[src/rtl/draw_arbiter.sv]
// Two-requester framebuffer write-port arbiter with round-robin tie break and one-cycle turnaround gap.
// Optional watchdog revocation of stuck owners is enabled by defining DRAW_ARB_WATCHDOG_EN.
module draw_arbiter #(
  parameter int unsigned TIMEOUT = 1023
) (
  input  logic       Clock,
  input  logic       Reset,
  input  logic [1:0] req,
  input  logic [1:0] done,
  input  logic       we0,
  input  logic       we1,
  input  logic [9:0] x0,
  input  logic [9:0] x1,
  input  logic [8:0] y0,
  input  logic [8:0] y1,
  input  logic       bnw0,
  input  logic       bnw1,
  output logic [1:0] grant,
  output logic [9:0] x,
  output logic [8:0] y,
  output logic       blackNotWhite,
  output logic       write,
  output logic       busy,
  output logic       timeout,
  output logic [1:0] fsm_state
);

  // Protocol: a requester holds req[n] for its whole burst; we[n] is a pixel strobe
  // honoured only while it owns the port; done[n] (or dropping req[n]) ends the burst.
  typedef enum logic [1:0] {IDLE = 2'd0, OWN0 = 2'd1, OWN1 = 2'd2, GAP = 2'd3} state_t;

  state_t state, state_next;
  logic   last_owner, last_owner_next;
  logic   wd_expire;
  logic   revoke;

`ifdef DRAW_ARB_WATCHDOG_EN
  localparam int WD_W = $clog2(TIMEOUT + 1);
  logic [WD_W-1:0] watchdog;

  // Counter is zero during the first owned cycle, so expiry lands on the TIMEOUT-th one.
  always_ff @(posedge Clock) begin
    if (!Reset) begin
      watchdog <= '0;
    end else if (state == OWN0 || state == OWN1) begin
      watchdog <= watchdog + WD_W'(1);
    end else begin
      watchdog <= '0;
    end
  end

  assign wd_expire = (watchdog == WD_W'(TIMEOUT - 1));
`else
  assign wd_expire = 1'b0;
`endif

  always_comb begin
    state_next      = state;
    last_owner_next = last_owner;
    revoke          = 1'b0;
    case (state)
      IDLE: begin
        case (req)
          2'b01:   state_next = OWN0;
          2'b10:   state_next = OWN1;
          2'b11:   state_next = last_owner ? OWN0 : OWN1;
          default: state_next = IDLE;
        endcase
        if (state_next == OWN0) last_owner_next = 1'b0;
        if (state_next == OWN1) last_owner_next = 1'b1;
      end
      OWN0: begin
        if (done[0] || !req[0]) begin
          state_next = GAP;
        end else if (wd_expire) begin
          state_next = GAP;
          revoke     = 1'b1;
        end
      end
      OWN1: begin
        if (done[1] || !req[1]) begin
          state_next = GAP;
        end else if (wd_expire) begin
          state_next = GAP;
          revoke     = 1'b1;
        end
      end
      GAP:     state_next = IDLE;
      default: state_next = IDLE;
    endcase
  end

  // grant lags the state by one cycle so it lines up with the registered write port.
  always_ff @(posedge Clock) begin
    if (!Reset) begin
      state         <= IDLE;
      last_owner    <= 1'b1;
      grant         <= 2'b00;
      write         <= 1'b0;
      x             <= '0;
      y             <= '0;
      blackNotWhite <= 1'b0;
      timeout       <= 1'b0;
    end else begin
      state      <= state_next;
      last_owner <= last_owner_next;
      grant      <= {state == OWN1, state == OWN0};
      timeout    <= revoke;
      write      <= 1'b0;
      if (state == OWN0 && we0) begin
        write         <= 1'b1;
        x             <= x0;
        y             <= y0;
        blackNotWhite <= bnw0;
      end else if (state == OWN1 && we1) begin
        write         <= 1'b1;
        x             <= x1;
        y             <= y1;
        blackNotWhite <= bnw1;
      end
    end
  end

  assign busy      = |grant;
  assign fsm_state = state;

endmodule

[config.mk]
export PLATFORM = sky130hd
export DESIGN_NAME = draw_arbiter
export DESIGN_NICKNAME = d
export VERILOG_FILES = /design/src/rtl/draw_arbiter.sv
export SDC_FILE = /design/constraint.sdc
export NUM_CORES = 1
export LEC_CHECK = 0
export CAP_MARGIN = 10
export CORE_ASPECT_RATIO = 1.1
export CORE_MARGIN = 1.5
export CORE_UTILIZATION = 39
export DETAILED_ROUTE_END_ITERATION = 10
export PLACE_DENSITY = 0.84
export RECOVER_POWER = 25
export SETUP_SLACK_MARGIN = 0.2
export SYNTH_ARGS = -nofsm -noshare
export SYNTH_HDL_FRONTEND = slang
export SYNTH_SLANG_ARGS = --single-unit
[constraint.sdc]
create_clock -name Clock -period 2.65 [get_ports Clock]
set_clock_uncertainty 0.05 [all_clocks]
set_input_delay 0.265 -clock Clock [delete_from_list [all_inputs] [get_ports Clock]]
set_output_delay 0.265 -clock Clock [all_outputs]
set_load 0.1 [all_outputs]
==> impl_metrics.tcl <==
set metrics [dict create \
    critical_path.endpoint_type "primary output" \
    fin_util 0.609 \
    die_height_um 61.8 \
    clk_root_buffer_cell "clkbuf_4" \
    first_global_vias 1037 \
    yosysWarningCount 0 \
    fp-row-count 21 \
    power.density_nw_per_um2 1190 \
    setup-violations-final 0 \
    max-cap-violations 0 \
    timing.critical_path.cells "clkbuf_1" \
    dpl.cell_count 225 \
    wire_per_inst_um 13.5 \
    cts-resized-gates 0 \
    clk_pin_slew_worst_paths_ps 140 \
    areaGrowthSynthToFinish_pct 49.8 \
    power.leakage_uw 0.000851 \
    grt_first_pass_wirelength_mm 4.66 \
    tritoncts_num_sinks 26 \
    ys_seq_elements 26 \
    setup.worst_path.start_class "register" \
    num-nets-final 248 \
    postPlaceCellArea_um2 1850 \
    hold_path_class "reg -> reg" \
    final.fill_count 277 \
    grt_overall_usage 0.171 \
    postRouteAntennaNets 0 \
    drt_wl_total_mm 3.10 \
    h_tree_depth_reported_by_cts 1 \
    max-clock-path-buffers 2 \
    crit_fanout 2 \
    tritoncts "done" \
    yosysSeqAreaShare 0.424 \
    synth_fp_nets 178 \
    critPathSlowestCell "clkbuf_1" \
    multi_input_combinational_cell_area_um2 604 \
    yosysTopAreaCellShare 0.424 \
    final.setup.tns_ps 0 \
    insertion_delay_ps 310 \
    cts_post_setup_buffers_inserted 0 \
    cp_data_arrival_time_ps 1560 \
    path_buf_inv 1 \
    synth.distinct_cells 28 \
    layout_worst_path_cycle_share 0.706 \
    min_from "last_owner" \
    first_iter_violations 39 \
    antenna_found_initial 0 \
    io-pin-count 75 \
    max_slew.worst_pin.slew_ps 1190 \
    buffer_ports.inserted 73 \
    vias_per_cell 5.14 \
    crit_family "buffers and inverters" \
    drv_slew 0 \
    gr-total-overflow 0 \
    synth.largest_area_cell "dfxtp_1" \
    clock.fmax_mhz 535 \
    finalHoldViolations 0 \
    fin_area_um2 1840 \
    stdcell_count 229 \
    die_area_um2 3490 \
    worstSetupPathType "reg -> out" \
    run_status "finished clean" \
    initial_core_util 0.406 \
    final_layout_size_suffix_gt1_frac 0.118 \
    netlist_area_um2 1230 \
    cts_hold_buffers 0 \
    die_x_extent_um 56.5 \
    maxSlewHeadroom 0.211 \
    vias 1178 \
    num_antenna_cells 0 \
    syn-instance-count 126 \
    syn_area_per_cell_um2 9.74 \
    drcViolationCount 0 \
    critical_path_required_ps 2340 \
    most_frequent_standard_cell_in_the_layout_excluding_fill_and_tap_cells "clkdlybuf4s50_1" \
    drtPass1Iterations 4 \
    grt_start_max_net_pins 37 \
    netlist_top_cells_area "dfxtp_1 (42%), mux2i_1 (17%), a21oi_1 (9.0%)" \
    finalWeightedCongestion 0.867 \
    worst_stage_delay_on_the_critical_path_ps 870 \
    tritoncts.num_buffers 3 \
    hpwl_mm 2.34 \
    worst_voltage_drop_across_the_vdd_grid_mv 0.905 \
    critical_path.startpoint "x[8]" \
    post-route-min-period_ps 1870 \
    reg2reg_from "fsm_state[1]" \
    ff_latch_area_um2 520 \
    mostFrequentLayoutCells "clkdlybuf4s50_1 (47), dfxtp_1 (26), a21oi_1 (22)" \
    design.core.area_um2 3020 \
    grt_setup_unrepaired "no" \
]
-- power breakdown --
group / switching (µW) / internal (µW) / total [µW]
registers: 67.4 / 507 / 575
clock network: 113 / 83.9 / 197
logic: 1110 / 310 / 1420
-- per-layer routing --
| layer | global-route usage | vias up | wire length [µm] |
|---|---|---|---|
| met5 | 0 | - | 0 |
| met4 | 0.0816 | 0 | 37 |
| met3 | 0.0455 | 7 | 212 |
| met2 | 0.304 | 53 | 1560 |
| met1 | 0.195 | 531 | 1290 |
| li1 | - | 587 | - |
-- sequential cells by signal, summed over array words and instances (netlist names) --
register,flops
x,10
blackNotWhite,1
y,9
last_owner,1
grant,2
write,1
fsm_state,2
-- layout make-up --
type                    count  area share
repair buffers             74       0.339
well taps                  34      0.0231
multi-input cells          88       0.329
inverters                   3     0.00612
clock buffers               4      0.0197
flip-flops and latches     26       0.283
-- worst paths after layout --
path / end / slack, ps / cells after the start
min reg2reg: last_owner / 470 / 2
max: x[8] / 780 / 1
max reg2reg: x[3] / 900 / 5
min: last_owner / 470 / 2
-- per-stage QoR --
step                      total power, µW  setup WS, ps  hold slack [ps]
after floorplan                      1790           481              353
final                                2190           780              470
after CTS                            2250           869              474
after global routing                 2290           724              497
after global placement               2030           809              421
after detailed placement             2050           675              433
-- kinds of logic (layout without fill, tap and decap cells) --
kind of cell / Yosys count / after routing / synth area share
AO/OA/AOI/OAI: 47 / 47 / 0.207
flip-flops: 26 / 26 / 0.424
multiplexers: 21 / 21 / 0.171
AND/OR/NAND/NOR: 15 / 15 / 0.0703
buffers and inverters: 12 / 81 / 0.0836
adder cells (fa/ha/maj): 4 / 4 / 0.0408
other: 1 / 1 / 0.00306
-- synth_stat cells (all sizes together) --
cell and n:
a21boi 1, or2 1, and3 1, clkbuf 2, a21oi 23, nand2b 2, inv 3, mux2i 21
a211oi 2, o21ai 20, nand3b 2, and2 2, nand3 1, conb 1, dfxtp 26, nand2 5
a22o 1, ha 4, nor2b 1, buf 7
Note: power is estimated with default switching activity, not from simulation.
